==> src/rtl/read_burst_req_ctrl.sv <==
// rtl/read_burst_req_ctrl.sv - frame-level AXI read-address issuer with burst/tail done reporting
//
// Purpose:
//   After fsync starts a frame, issues fixed NOR_BURST_LEN-beat AXI read bursts from a base
//   address. When the line-length tracker raises tail_status, issues one final tail_len-beat
//   burst and returns to IDLE. Each finished burst is reported as a DONE_HOLD-cycle level pulse
//   on burst_done or tail_done. R data bypasses this block; it only counts beats and drives rready.
//
// Ports:
//   clock, rst            single clock, synchronous active-high reset
//   enable                allows new frames and bursts
//   fsync, baseaddr       frame start pulse and frame base byte address
//   tail_status, tail_len next burst is the tail, and its beat count (0 means NOR_BURST_LEN)
//   fifo_afull            downstream FIFO cannot take a full burst
//   arvalid/arready/araddr/arlen   AXI AR channel (one outstanding AR at most)
//   rvalid/rlast/rready   AXI R channel handshake (data goes elsewhere)
//   burst_done, tail_done finished-burst level pulses to the tracker
//   busy                  high in every state except IDLE
module read_burst_req_ctrl #(
    parameter int NOR_BURST_LEN = 200,
    parameter int AXI_DSIZE     = 256,
    parameter int ASIZE         = 32,
    parameter int LSIZE         = 9,
    parameter int DONE_HOLD     = 2,
    parameter int SETTLE_CYC    = 4
) (
    input  logic             clock,
    input  logic             rst,
    input  logic             enable,
    input  logic             fsync,
    input  logic [ASIZE-1:0] baseaddr,
    input  logic             tail_status,
    input  logic [LSIZE-1:0] tail_len,
    input  logic             fifo_afull,
    output logic             arvalid,
    input  logic             arready,
    output logic [ASIZE-1:0] araddr,
    output logic [7:0]       arlen,
    input  logic             rvalid,
    input  logic             rlast,
    output logic             rready,
    output logic             burst_done,
    output logic             tail_done,
    output logic             busy
);

    localparam int BLW = LSIZE + 1;
    localparam int SCW = $clog2(SETTLE_CYC + 1);
    localparam int DCW = $clog2(DONE_HOLD + 1);
    localparam logic [BLW-1:0]   NOR_BLEN = BLW'(NOR_BURST_LEN);
    localparam logic [ASIZE-1:0] STRIDE   = ASIZE'(AXI_DSIZE / 8);

    typedef enum logic [2:0] {
        S_IDLE,
        S_SETTLE,
        S_WAIT_ROOM,
        S_ADDR,
        S_DATA,
        S_DONE
    } state_t;

    state_t           state;
    state_t           state_nxt;
    logic [SCW-1:0]   settle_cnt;
    logic [DCW-1:0]   done_cnt;
    logic [BLW-1:0]   beat_cnt;
    logic [BLW-1:0]   blen;
    logic [BLW-1:0]   blen_sel;
    logic [ASIZE-1:0] cur_addr;
    logic [ASIZE-1:0] base_lat;
    logic [ASIZE-1:0] addr_incr;
    logic             restart;
    logic             is_tail;
    logic             beat_last;
    logic             settle_last;
    logic             done_last;
    logic             in_flight;

    // Length the next burst would have if launched now; tail_len of 0 means a full burst.
    always_comb begin
        blen_sel = NOR_BLEN;
        if (tail_status && (tail_len != '0)) begin
            blen_sel = BLW'(tail_len);
        end
    end

    assign addr_incr   = ASIZE'(blen) * STRIDE;
    assign beat_last   = (beat_cnt == blen - BLW'(1));
    assign settle_last = (settle_cnt == SCW'(SETTLE_CYC - 1));
    assign done_last   = (done_cnt == DCW'(DONE_HOLD - 1));
    // States in which an fsync cannot abort anything and is deferred through restart.
    assign in_flight   = (state == S_ADDR) || (state == S_DATA) || (state == S_DONE);

    assign arvalid = (state == S_ADDR);
    assign rready  = (state == S_DATA);
    assign busy    = (state != S_IDLE);

    always_comb begin
        state_nxt = state;
        case (state)
            S_IDLE: begin
                if (fsync && enable) begin
                    state_nxt = S_SETTLE;
                end
            end
            S_SETTLE: begin
                if (!fsync && settle_last) begin
                    state_nxt = S_WAIT_ROOM;
                end
            end
            S_WAIT_ROOM: begin
                if (!enable) begin
                    state_nxt = S_IDLE;
                end else if (fsync) begin
                    state_nxt = S_SETTLE;
                end else if (!fifo_afull) begin
                    state_nxt = S_ADDR;
                end
            end
            S_ADDR: begin
                if (arready) begin
                    state_nxt = S_DATA;
                end
            end
            S_DATA: begin
                // rlast wins over the beat count; a mismatch is silently accepted.
                if (rvalid && (rlast || beat_last)) begin
                    state_nxt = S_DONE;
                end
            end
            S_DONE: begin
                if (done_last) begin
                    if (restart || fsync) begin
                        state_nxt = S_SETTLE;
                    end else if (is_tail) begin
                        state_nxt = S_IDLE;
                    end else begin
                        state_nxt = S_SETTLE;
                    end
                end
            end
            default: state_nxt = S_IDLE;
        endcase
    end

    always_ff @(posedge clock) begin
        if (rst) begin
            state      <= S_IDLE;
            settle_cnt <= '0;
            done_cnt   <= '0;
            beat_cnt   <= '0;
            blen       <= '0;
            cur_addr   <= '0;
            base_lat   <= '0;
            restart    <= 1'b0;
            is_tail    <= 1'b0;
            araddr     <= '0;
            arlen      <= '0;
            burst_done <= 1'b0;
            tail_done  <= 1'b0;
        end else begin
            state <= state_nxt;

            // A new frame arriving mid-burst is remembered; the burst drains first.
            if (fsync && in_flight) begin
                restart  <= 1'b1;
                base_lat <= baseaddr;
            end

            case (state)
                S_IDLE: begin
                    if (fsync && enable) begin
                        cur_addr   <= baseaddr;
                        base_lat   <= baseaddr;
                        settle_cnt <= '0;
                    end
                end
                S_SETTLE: begin
                    if (fsync) begin
                        cur_addr   <= baseaddr;
                        base_lat   <= baseaddr;
                        settle_cnt <= '0;
                    end else begin
                        settle_cnt <= settle_cnt + SCW'(1);
                    end
                end
                S_WAIT_ROOM: begin
                    if (enable && fsync) begin
                        cur_addr   <= baseaddr;
                        base_lat   <= baseaddr;
                        settle_cnt <= '0;
                    end else if (enable && !fifo_afull) begin
                        is_tail <= tail_status;
                        blen    <= blen_sel;
                        araddr  <= cur_addr;
                        arlen   <= 8'(blen_sel - BLW'(1));
                    end
                end
                S_ADDR: begin
                    beat_cnt <= '0;
                end
                S_DATA: begin
                    if (rvalid) begin
                        beat_cnt <= beat_cnt + BLW'(1);
                        if (rlast || beat_last) begin
                            done_cnt <= '0;
                            if (is_tail) begin
                                cur_addr <= base_lat;
                            end else begin
                                cur_addr <= cur_addr + addr_incr;
                            end
                            // No pulse for a burst superseded by a new frame.
                            if (!(restart || fsync)) begin
                                burst_done <= !is_tail;
                                tail_done  <= is_tail;
                            end
                        end
                    end
                end
                S_DONE: begin
                    // A pulse already started runs its full width so the tracker never sees a runt.
                    if (done_last) begin
                        burst_done <= 1'b0;
                        tail_done  <= 1'b0;
                        settle_cnt <= '0;
                        if (restart || fsync) begin
                            cur_addr <= fsync ? baseaddr : base_lat;
                            restart  <= 1'b0;
                        end
                    end else begin
                        done_cnt <= done_cnt + DCW'(1);
                    end
                end
                default: ;
            endcase
        end
    end

endmodule

==> config.mk <==
export PLATFORM = sky130hd
export DESIGN_NAME = read_burst_req_ctrl
export DESIGN_NICKNAME = d
export VERILOG_FILES = /design/src/rtl/read_burst_req_ctrl.sv
export SDC_FILE = /design/constraint.sdc
export NUM_CORES = 1
export LEC_CHECK = 0
export ABC_AREA = 1
export CAP_MARGIN = 20
export CORE_ASPECT_RATIO = 1.4
export CORE_MARGIN = 1.5
export CORE_UTILIZATION = 45
export CTS_CLUSTER_DIAMETER = 30
export CTS_CLUSTER_SIZE = 24
export DETAILED_ROUTE_END_ITERATION = 8
export GPL_ROUTABILITY_DRIVEN = 0
export PLACE_DENSITY = 0.67
export SYNTH_ARGS = -nofsm -noshare
export SYNTH_HDL_FRONTEND = slang
export SYNTH_SLANG_ARGS = --single-unit
==> constraint.sdc <==
create_clock -name clock -period 3.7 [get_ports clock]
set_input_delay 0.74 -clock clock [delete_from_list [all_inputs] [get_ports clock]]
set_output_delay 0.74 -clock clock [all_outputs]
set_load 0.05 [all_outputs]
* Word-level counts from Yosys, hierarchy flattened
Cells that the tools add are included.
Cells by class: magnitude comparators 0, bitwise logic cells 1, shift operators 0, multiply operators 0, mux-type cells 48, div/mod/pow operators 0, eq/ne operators 21, reductions and logical operators 28, add/subtract/negate cells 6
Operator list (count):
- 32-bit 2-to-1 mux | 11
- 32-bit case mux with 4 select lines | 1
- 32-bit case mux with 2 select lines | 1
- 3-bit 2-to-1 mux | 11
- 32-bit by 14-bit adder with 32-bit output | 1
- 10-bit case mux with 2 select lines | 1
- 3-bit case mux with 6 select lines | 1
- 2-bit inequality test (second input constant) | 7
- 1-bit 2-to-1 mux | 13
- 10-bit by 1-bit adder with 10-bit output (second input constant) | 1
- 10-bit == test | 1
- 10-bit 2-to-1 mux | 1
- 2-bit by 1-bit inequality test with 1-bit output (second input constant) | 5
- 9-bit by 1-bit subtractor with 10-bit output (second input constant) | 1
- 3-bit by 2-bit == test with 1-bit output (second input constant) | 3
- 9-bit 2-to-1 mux | 1
- 3-bit case mux with 3 select lines | 1
- 9-bit nonzero test | 1
- 8-bit by 1-bit subtractor with 8-bit output (second input constant) | 1
- 7-bit AND reduction | 1
- 3-bit == test (second input constant) | 2
- 1-bit logical AND | 6
- 2-bit 2-to-1 mux | 3
- 3-bit AND reduction | 2
- 19 further kinds | 27
Word-level totals: logic and storage cells 117, memories kept 0, input bits 50, memory bits (writable) 0, bits in registers 135, bits in read-only memories 0, output and inout bits 45, latch bits 0

* Longest topological paths before layout
depth in word-level cells 8, depth in mapped cells 17, depth with buffers taken out 17

* Worst setup path after synthesis
No wires, ideal clock.
path kind input port to flip-flop, from in fsync, to reg cur_addr[24], cell stages on the path 10, path buffers 3, slack 1.518 ns, arrival time 2.069 ns, cell sequence buf_2 > nand2_1 > buf_1 > a21oi_2 > o21ai_1 > a21oi_2 > nand3_4 > buf_2 > nor2_1 > nor2_1
Between the ends: cells in the longest elaborated chain, start to end 4, elaborated cells between the ends (all ways) 10, classes of those cells eq/ne (3); mux (4); reduce/logical (3)
Ends and longest elaborated chain:
- start: declaration | line 30 | input logic fsync,
- 32-bit 2-to-1 mux | line 227 | cur_addr <= fsync ? baseaddr : base_lat;
- 32-bit 2-to-1 mux | line 226 | if (restart || fsync) begin
- 32-bit 2-to-1 mux | line 222 | if (done_last) begin
- 32-bit case mux with 4 select lines | line 170 | case (state)
- end signal: assignment | line 173 | cur_addr <= baseaddr;
- end signal: assignment | line 180 | cur_addr <= baseaddr;
- end signal: assignment | line 227
- end: declaration | line 69 | logic [ASIZE-1:0] cur_addr;
Several ways; a longest one is shown, not always the timed one. The select of a mux whose other input is x is not followed. A chain may end at the register's enable or synchronous reset.

* Worst setup path in the final report
from reg state[2], to out busy
Between the ends: cells in the longest elaborated chain, start to end 1
Ends and longest elaborated chain:
- start: declaration | line 62 | state_t state;
- start signal: assignment | line 162 | state <= state_nxt;
- 3-bit nonzero test | line 96 | assign busy = (state != S_IDLE);
- end: declaration | line 44 | output logic busy
No other way between the ends.

==> qor.yml <==
grt_max_degree: 74
dp_cells: 1795
ir_drop_mv: 0.373
cts_tree: "built"
clockBufferDepth: 2
routed_wl_um: 26800
syn_nets: 1577
yosysSeqAreaShare: 0.300
timing.final.crit_share: 0.897
nets: 1628
pre_cts_ws_ps: 889
maxSlewViolCount: 0
fillCellCount: 1991
synth.distinct_cells: 42
cts_resized: 0
ys_ff_latch: 135
antenna_found_initial: 0
grt_overflow_total: 0
die_h_um: 170
final_hold_viol_count: 0
worstMarginPinSlew_ps: 835
die_w_um: 122
drv_cap: 0
cts_hold_buf: 0
drc: 0
layout_commonest_cell: "nand2_1"
finalSetupViolCount: 0
viasPerCell: 5.37
grt_pass1_vias: 8985
syn_inst: 1511
core_area_mm2: 0.0198
crit_fanout: 25
final_cell_area_mm2: 0.0107
initial_utilization: 0.455
post-cts-setup-buffer-count: 0
layout_min_cycle_time_ps: 3320
wire_per_inst_um: 14.7
rows: 61
max_slew_margin: 0.442
hp-class: "reg2reg"
required_ps: 2960
antenna_cells: 0
synth_async_sr_flop_share: 0
io_pins: 95
area.sequential_mm2: 0.00270
crit_path_end_kind: "output port"
fin_skew_ps: 14.3
hpwlAfterDp_um: 18800
ant_nets: 0
clkLatencyLatePin_ps: 440
path_class: "reg2out"
power_leakage_uw: 0.00502
cp_slowest_stage_delay_ps: 820
die_area_mm2: 0.0209
synth-edff-count: 0
utilization: 0.540
rsz0062_at_grt: "false"
path_clk_slew_ps: 70
ys_warn_count: 0
crit_slowest_cell: "clkdlybuf4s50_1"
place_area_mm2: 0.0100
multi_input_area_mm2: 0.00512
drt-initial-drc-count: 805
ctsHtreeMaxLevel: 4
r2r_slack_ps: 950
vias: 9804
crit_chain: "inv_2 > nand2_4 > inv_2 > nand2_1 > clkdlybuf4s50_1"
drive_above_1_share: 0.0565
start_kind: "flop"
fin_ws_ps: 379
finalSetupTns_ps: 0
cpMostUsedCell: "inv_2"
outcome: "complete, no violations"
syn_avg_cell_area_um2: 5.95
cts_root_buf: "clkbuf_16"
max_freq_mhz: 301
powerDensity_mw_per_mm2: 667
cp.arrival_ps: 2580
final_cell_mix: "nand2_1, inv_1, dfxtp_1"
grt_usage: 0.265
port_buffers: 94
numCtsBuffers: 17
grt_first_pass_wirelength_um: 44100
synth_area_mm2: 0.00900
synth-main-ff-cell: "dfxtp_1"
cts.sinks: 135
final_cells: 1827
firstDrtPassIters: 5
syn2layout_area_growth_pct: 18.7
-- registers in the layout, indices dropped and copies added, names as in the netlist, 2 cells and up --
name	cells
done_cnt	2
base_lat	32
beat_cnt	10
state	3
cur_addr	32
araddr	32
settle_cnt	3
arlen	8
blen	9
-- metrics by stage --
stage               hold slack [ps]  power, uW
global placement                439       5190
floorplan                       430       4470
global route                    484       7680
CTS                             454       7110
detailed placement              443       5250
finish                          453       7120
-- synth_stat cells, types with 2 or more instances --
master    instances  area share
nand2_1         435        0.18
inv_1           204       0.085
dfxtp_1         135        0.30
nor2_1          127       0.053
a21oi_1         126       0.070
o21ai_0         114       0.063
nand3_1          79       0.044
clkbuf_1         48       0.020
o21ai_1          38       0.021
a31oi_1          33       0.023
nand4_1          28       0.019
o211ai_1         19       0.016
ha_1             15       0.021
nor3_1           15      0.0083
inv_2            14      0.0058
buf_2            13      0.0072
buf_4             8      0.0067
buf_1             6      0.0025
nor2_2            5      0.0035
xor2_1            5      0.0049
a221oi_1          4      0.0039
nand3_2           4      0.0045
o22ai_1           4      0.0028
a21oi_2           3      0.0029
buf_6             3      0.0038
nand2_2           3      0.0021
nand3b_1          3      0.0025
a211oi_1          2      0.0017
a21o_1            2      0.0017
nor4_1            2      0.0014
or2_2             2      0.0014
xnor2_1           2      0.0019
-- power breakdown --
part | switching [uW] | internal, uW | total [uW]
Clock | 704 | 1150 | 1860
Sequential | 202 | 1830 | 2030
Combinational | 2200 | 1040 | 3240
Total | 3100 | 4020 | 7120
-- path summary, 6_finish.rpt --
check	from	cells after the start	endpoint
worst max-delay path	state[2]	5	busy
worst min-delay path	cur_addr[1]	2	araddr[1]
worst max register to register	state[2]	12	arlen[6]
worst min register to register	cur_addr[1]	2	araddr[1]
-- metal layers --
metal,track usage,vias up,wire length (um),part of all wire
li1,-,4978,-,-
met1,0.343,4416,11900,0.44
met2,0.442,371,12800,0.48
met3,0.0409,39,1690,0.063
met4,0.0956,0,478,0.018
met5,0,-,0,0
-- logic make-up (layout without fill, tap and decap cells) --
logic type | count (synthesis) | count (layout) | share of synthesized area
AO/OA/AOI/OAI | 346 | 346 | 0.207
XOR/XNOR | 7 | 7 | 0.00682
adder cells (fa/ha/maj) | 16 | 16 | 0.0231
buffers and inverters | 297 | 361 | 0.132
flip-flops | 135 | 135 | 0.300
AND/OR/NAND/NOR | 710 | 710 | 0.331
-- final cells by class --
class	count	share of cell area
multi-input cells	1079	0.480
inverters	219	0.0770
well taps	252	0.0295
repair buffers	110	0.101
clock buffers	18	0.0411
clock inverters	14	0.0184
flip-flops and latches	135	0.253
-- critical path: cells and delay by family (launching register included) --
kind	cells	cell delay [ps]
simple gates	2	460
buf+inv	3	1200
flops	1	470
(Power assumes the default switching activity.)
